`src/rtl/freq_divide_3.sv`:
```
// Divide-by-3 clock generator with 50% duty: posedge and negedge mod-3 counters, terminal decodes ORed.
// Optional build macro FREQ_DIV3_ENABLE_EN adds an 'en' input that freezes both counters when low.
module freq_divide_3 (
  output logic       clk_out,
  output logic [1:0] pos_count,
  output logic [1:0] neg_count,
  input  logic       clk_in,
  input  logic       rst
`ifdef FREQ_DIV3_ENABLE_EN
  ,
  input  logic       en
`endif
);

  localparam int unsigned CNT_W = 2;

  typedef enum logic [CNT_W-1:0] {
    CNT0 = 2'd0,
    CNT1 = 2'd1,
    CNT2 = 2'd2
  } cnt_e;

  cnt_e pos_q;
  cnt_e pos_d;
  cnt_e neg_q;
  cnt_e neg_d;
  logic advance_c;

`ifdef FREQ_DIV3_ENABLE_EN
  assign advance_c = en;
`else
  assign advance_c = 1'b1;
`endif

  // Mod-3 step; the unused encoding 3 always recovers to 0, even while held
  function automatic cnt_e cnt_next(input cnt_e cur, input logic adv);
    cnt_e nxt;
    nxt = cur;
    if (CNT_W'(cur) == CNT_W'(3)) begin
      nxt = CNT0;
    end else if (adv) begin
      case (cur)
        CNT0:    nxt = CNT1;
        CNT1:    nxt = CNT2;
        default: nxt = CNT0;
      endcase
    end
    return nxt;
  endfunction

  always_comb begin
    pos_d = pos_q;
    neg_d = neg_q;
    pos_d = cnt_next(pos_q, advance_c);
    neg_d = cnt_next(neg_q, advance_c);
  end

  always_ff @(posedge clk_in) begin
    if (rst) begin
      pos_q <= CNT0;
    end else begin
      pos_q <= pos_d;
    end
  end

  // Negedge counter trails the posedge counter by half a period
  always_ff @(negedge clk_in) begin
    if (rst) begin
      neg_q <= CNT0;
    end else begin
      neg_q <= neg_d;
    end
  end

  assign pos_count = CNT_W'(pos_q);
  assign neg_count = CNT_W'(neg_q);

  // Overlapping half-period-shifted decodes give a 1.5-period high phase
  assign clk_out = (pos_q == CNT2) | (neg_q == CNT2);

endmodule

```
`config.mk`:
```
export PLATFORM = sky130hd
export DESIGN_NAME = freq_divide_3
export DESIGN_NICKNAME = d
export VERILOG_FILES = /design/src/rtl/freq_divide_3.sv
export SDC_FILE = /design/constraint.sdc
export NUM_CORES = 1
export LEC_CHECK = 0
export CAP_MARGIN = 10
export CELL_PAD_IN_SITES_DETAIL_PLACEMENT = 1
export CELL_PAD_IN_SITES_GLOBAL_PLACEMENT = 1
export CORE_AREA = 2 2 39 41
export CTS_CLUSTER_SIZE = 10
export DETAILED_ROUTE_END_ITERATION = 16
export DIE_AREA = 0 0 41 43
export GPL_ROUTABILITY_DRIVEN = 0
export PLACE_DENSITY = 0.4
export SYNTH_ARGS = -nofsm -noshare
export SYNTH_HDL_FRONTEND = slang
export SYNTH_SLANG_ARGS = --single-unit
```
`constraint.sdc`:
```
create_clock -name clk_in -period 1.7 [get_ports clk_in]
set_input_delay 0.34 -clock clk_in [delete_from_list [all_inputs] [get_ports clk_in]]
set_output_delay 0.34 -clock clk_in [all_outputs]
set_load 0.02 [all_outputs]
```
==> results of run 1 <==
[routing by layer]
layer  vias to the layer above  track usage, %  share of wire, %
met5                         -               0                 0
met4                         0            3.33                 0
met3                         0            8.38                15
met2                         9            5.63                47
met1                        65            6.75                39
li1                         68               -                 -
[final timing paths]
| kind | from | end |
|---|---|---|
| max | neg_count[0] | neg_count[0] |
| min | pos_count[1] | pos_count[1] |
| max reg2reg | neg_count[0] | neg_count[1] |
| min reg2reg | pos_count[1] | pos_count[1] |
[critical path, cell delays in order (launching register included)]
cell and delay [ns]:
dfxtp_4 0.34, buf_4 0.13, buf_6 0.12
[registers in the layout (all words and copies together) (netlist names)]
register,flops
pos_count,2
neg_count,2
[through the flow]
stage               hold WS (ns)  setup WS [ns]
floorplan                  0.411        -0.0975
CTS                        0.512         -0.387
detailed placement         0.499         -0.571
global route               0.527         -0.443
finish                     0.504         -0.371
global placement           0.489         -0.562
[what timing repair did]
action,in CTS,in global routing
setup endpoints to repair,3,4
setup buffers,0,1
resized for setup,18,2
pin swaps,1,0
[Yosys cell counts]
| library cell | instances |
|---|---|
| dfxtp_1 | 4 |
| inv_1 | 2 |
| inv_2 | 1 |
| nor3_1 | 2 |
| nor3b_2 | 2 |
| o22ai_2 | 1 |
[cell type report]
| class | instances | area, sq um | share of cell area [%] |
|---|---|---|---|
| inverter | 2 | 7.51 | 2.50 |
| multi-input combinational | 5 | 55.1 | 18.3 |
| clock buffer | 4 | 26.3 | 8.75 |
| tap | 16 | 20.0 | 6.67 |
| timing repair buffer | 10 | 96.3 | 32.1 |
| clock inverter | 2 | 7.51 | 2.50 |
| sequential | 4 | 87.6 | 29.2 |
[power by group through the flow]
stage / Sequential [uW] / Combinational (uW) / Clock, uW
6_report: 111 / 62.8 / 145
5_1_grt: 112 / 67.7 / 180
2_1_floorplan: 123 / 16.3 / 11.0
3_5_place_dp: 113 / 58.8 / 11.0
3_3_place_gp: 112 / 57.4 / 11.0
4_1_cts: 112 / 60.7 / 154
[cells by family (layout without fill, tap and decap cells)]
family | Yosys count | in the layout | share of synthesized area, %
buf+inv | 3 | 18 | 8.11
simple gates | 4 | 4 | 25.2
compound gates | 1 | 1 | 9.01
flops | 4 | 4 | 57.7
[cell usage in the layout, fill, tap and decap left out]
cell type and count:
clkbuf_4 3, nor3b_2 2, nor3_1 2, dfxtp_1 2
inv_2 2, clkdlybuf4s50_1 2, buf_4 4, buf_6 3
o22ai_4 1, clkbuf_1 1, dlymetal6s2s_1 1, inv_1 2
dfxtp_4 2
==> out/qor.csv, run 1 <==
metric,value,unit
status,"complete, but fails checks",
failed_checks,negative setup slack,
drv_cap,0,
path_clk_slew,0.04,ns
drive_above_1_share,63.0,%
holdPathStages,1,
root_buffer,clkbuf_4,
wl_per_cell,8.00,microns
grt.overflow.total,0,
synth_area,139,sq um
avgSynthCellArea,11.6,sq um
drc,0,
finalHoldViolations,0,
synthCells,12,
cp.arrival,1.73,ns
slew_headroom,85.2,%
tritoncts,built,
power_frac_seq,34.9,%
min_path_type,flop to flop,
vias,142,
fin_worst_skew,0.000631,ns
wl,344,microns
cts_hold_buf,0,
setup_tns,-1.11,ns
total_power,319,uW
coreArea,1380,sq um
drtPass1Iterations,2,
yosysTopAreaCellShare,57.7,%
dp_cells,37,
nFillCells,164,
ys_seq_elements,4,
diodes,0,
switching_share,26.9,%
grt_pass1_wl,634,microns
final_core_util,21.7,%
place_area,254,sq um
clkLatencyLatePin,0.29,ns
synth_fp_nets,14,
clk_path_buf_depth,2,
drt_iter0_markers,3,
dp.final_hpwl,262,microns
reg2reg_depth,2,
io_pins,7,
rsz0062_at_grt,true,
cell_internal_pwr,233,uW
ys_seq_area_share,57.7,%
ir_worst_vdd,349,uV
grt_max_degree,5,
clkSinkCount,4,
ys_warn_count,0,
syn2layout_area_growth,116,%
crit_fanout,3,
crit_type,flop to primary output,
endpoint_kind,primary output,
r2r_slack,0.98,ns
ant_nets,0,
viasPerCell,3.30,
nets,30,
p_per_area,1060,nW/um^2
synthTopCellsByArea,"dfxtp_1, nor3b_2, o22ai_2",
die_h,43,microns
synth_cell_types,6,
die_w,41,microns
start_util,10.0,%
startpoint_type,flop,
power.share.clock,45.3,%
fin_ws,-0.371,ns
port-buffer-count,6,
antenna_found_initial,0,
num_rows,14,
grtUsageTotal,6.02,%
synth_area_leader_cell,dfxtp_1,
h-tree-depth,1,
drv_slew,0,
p_switching,85.8,uW
required,1.36,ns
fin_area,300,sq um
fin_cells,43,
timing.final.setup_violations,3,
p_leak,0.000139,uW
grt_pass1_vias,153,
worst_pin_slew,0.222,ns
dieArea,1760,sq um
comb_power_share,19.7,%
cts_buffers,3,
No activity file was read; power rests on OpenSTA's default activity.
==> run 2: changes to the inputs <==
ABC_AREA = 1   (was not set)
PLACE_DENSITY = 0.42   (was 0.4)
clock period = 2.3 ns   (was 1.7 ns; I/O delays follow)
==> run 2 against run 1 <==
Net effect:
- the flow still finishes with violations (negative setup slack)
- highest routed layer is now met4
- largest power group unchanged
- sequential share of layout area grew 0.70 points
- worst setup slack better by 0.17 ns
- first-iteration DRC count is 67% higher
- synthesized cell count grew 67%
- clock power shrank 26%
- clock skew is 0.0021 ns higher
- critical endpoint is now clk_out
- flip-flop and latch count stayed put
- largest cell class is now sequential cells
==> out/qor.csv, run 2 <==
metric,value,unit,change
status,"complete, but fails checks",,
failed_checks,negative setup slack,,
synth_cell_types,4,,-2
path_buf_inv,2,,unchanged
min_path_type,flop to flop,,
crit_type,flop to primary output,,
avgSynthCellArea,7.01,sq um,-39%
drv_slew,0,,unchanged
ir_worst_vdd,341,uV,-2.4%
crit_fanout,2,,-1
coreArea,1380,sq um,unchanged
start_util,10.1,%,+0.090 points
drt_iter0_markers,5,,+2
tritoncts,built,,
switching_share,28.1,%,+1.2 points
yosysMostFrequentCell,nand2_1,,
fin_cells,49,,+14%
synthCells,20,,+8
async_flop_share,0,%,unchanged
antenna_found_initial,0,,unchanged
clkSinkCount,4,,unchanged
power.share.clock,46.2,%,+0.9 points
dp_cells,43,,+16%
fin_worst_skew,0.00270,ns,+0.00207 ns
root_buffer,clkbuf_4,,
syn2layout_area_growth,97.3,%,
diodes,0,,unchanged
p_per_area,847,nW/um^2,-20%
path_clk_slew,0.04,ns,about the same
yosysTopAreaCellShare,57.1,%,-0.51 points
hold_ws,0.464,ns,-0.0398 ns
clk_path_buf_depth,2,,unchanged
slew_headroom,85.4,%,+0.21 points
vias,161,,+13%
grt_max_degree,4,,-1
cp_top_family,flip-flops,,
ys.flop_type,dfxtp_1,,
port-buffer-count,6,,unchanged
slowest_delay,0.32,ns,-0.02 ns
wl,441,microns,+28%
required,1.84,ns,+0.48 ns
p_switching,65.8,uW,-23%
wl_per_cell,9.00,microns,+13%
drtPass1Iterations,3,,+1
dp.final_hpwl,302,microns,+15%
ys_seq_area_share,57.1,%,-0.51 points
cp.arrival,2.04,ns,+0.31 ns
synth_area,140,sq um,+0.90%
grtUsageTotal,7.22,%,+1.2 points
drv_cap,0,,unchanged
fin_ws,-0.202,ns,+0.170 ns
synthTopCellsByCount,"nand2_1, inv_1, dfxtp_1, nor2_1",,
startpoint_type,flop,,
synthTopCellsByArea,"dfxtp_1, nand2_1, inv_1",,
synth_fp_nets,22,,+8
grt.overflow.total,0,,unchanged
drive_above_1_share,39.4,%,-24 points
synth_area_leader_cell,dfxtp_1,,
viasPerCell,3.29,,-0.50%
grt_pass1_wl,745,microns,+18%
io_pins,7,,unchanged
path_cells,inv_2 -> nand2_2 -> nand2_2 -> buf_6,,
cell_internal_pwr,168,uW,-28%
cpMostUsedCell,nand2_2,,
endpoint_kind,primary output,,
clkLatencyLatePin,0.29,ns,about the same
cts_hold_buf,0,,unchanged
final_cell_mix,"inv_1, nand2_1, nor2_1",,
dieArea,1760,sq um,unchanged
ys_seq_elements,4,,unchanged
synth_edf_count,0,,unchanged
ant_nets,0,,unchanged
rsz0062_at_grt,true,,
finalHoldViolations,0,,unchanged
total_power,234,uW,-26%
grt_pass1_vias,197,,+29%
nets,36,,+20%
comb_power_share,19.2,%,-0.5 points
pre_cts_ws,-0.395,ns,+0.176 ns
ys_warn_count,0,,unchanged
power_frac_seq,34.6,%,-0.3 points
drc,0,,unchanged
timing.final.setup_violations,3,,unchanged
cts_buffers,3,,unchanged
p_leak,0.000139,uW,-0.50%
die_w,41,microns,unchanged
worst_path_max_delay_cell,dfxtp_2,,
worst_pin_slew,0.219,ns,-0.00342 ns
die_h,43,microns,unchanged
h-tree-depth,1,,unchanged
fin_area,277,sq um,-7.9%
num_rows,14,,unchanged
place_area,229,sq um,-9.9%
## run 2: logic make-up after synthesis
group / synth area share (%)
flip-flops: 57.1
buffers and inverters: 13.4
AND/OR/NAND/NOR: 29.5
## run 2: layout make-up
| cell class | count | area (sq um) |
|---|---|---|
| well taps | 16 | 20.0 |
| inverters | 4 | 15.0 |
| flip-flops and latches | 4 | 82.6 |
| fillers | 173 | 1110 |
| clock buffers | 4 | 26.3 |
| clock inverters | 2 | 7.51 |
| multi-input cells | 11 | 46.3 |
| repair buffers | 8 | 78.8 |
## run 2: power groups by stage
| stage | Clock [uW] | Combinational [uW] | Sequential (uW) |
|---|---|---|---|
| 4_1_cts | 115 | 42.9 | 80.1 |
| 5_1_grt | 124 | 49.0 | 81.8 |
| 3_3_place_gp | 8.17 | 37.6 | 80.5 |
| 6_report | 108 | 45.0 | 81.0 |
| 3_5_place_dp | 8.17 | 39.4 | 81.1 |
| 2_1_floorplan | 8.17 | 11.5 | 87.6 |
## run 2: stage by stage
step | TNS [ns] | utilization [%]
floorplan | 0 | -
global placement | -0.809 | 16.5
detailed placement | -0.872 | 16.5
CTS | -0.516 | 19.1
global route | -0.545 | 20.0
finish | -0.433 | 20.0
## run 2: final timing paths
path / from / endpoint / slack, ns / depth (start not counted)
worst max register to register: neg_count[0] / neg_count[1] / 1.64 / 3
worst min register to register: pos_count[0] / pos_count[1] / 0.46 / 2
worst min-delay path: pos_count[0] / pos_count[1] / 0.46 / 2
worst max-delay path: neg_count[0] / clk_out / -0.20 / 4
## run 2: repair_timing
action                                  CTS  global route
endpoints found under the setup margin    3             3
buffers inserted                          1             0
pin swaps                                 0             1
gates resized for setup                  17             5
## run 2: routing by layer
metal / up-vias / part of all wire (%) / GRT usage [%]
met5: - / 0 / 0
li1: 81 / - / -
met2: 9 / 47 / 9.38
met1: 69 / 37 / 6.09
met3: 2 / 14 / 8.90
met4: 0 / 1.8 / 4.00
## run 2: worst min-delay path, cell delays in order (launching register included)
cell and delay, ns:
dfxtp_1 0.32, nand2_1 0.07, nor2_1 0.03
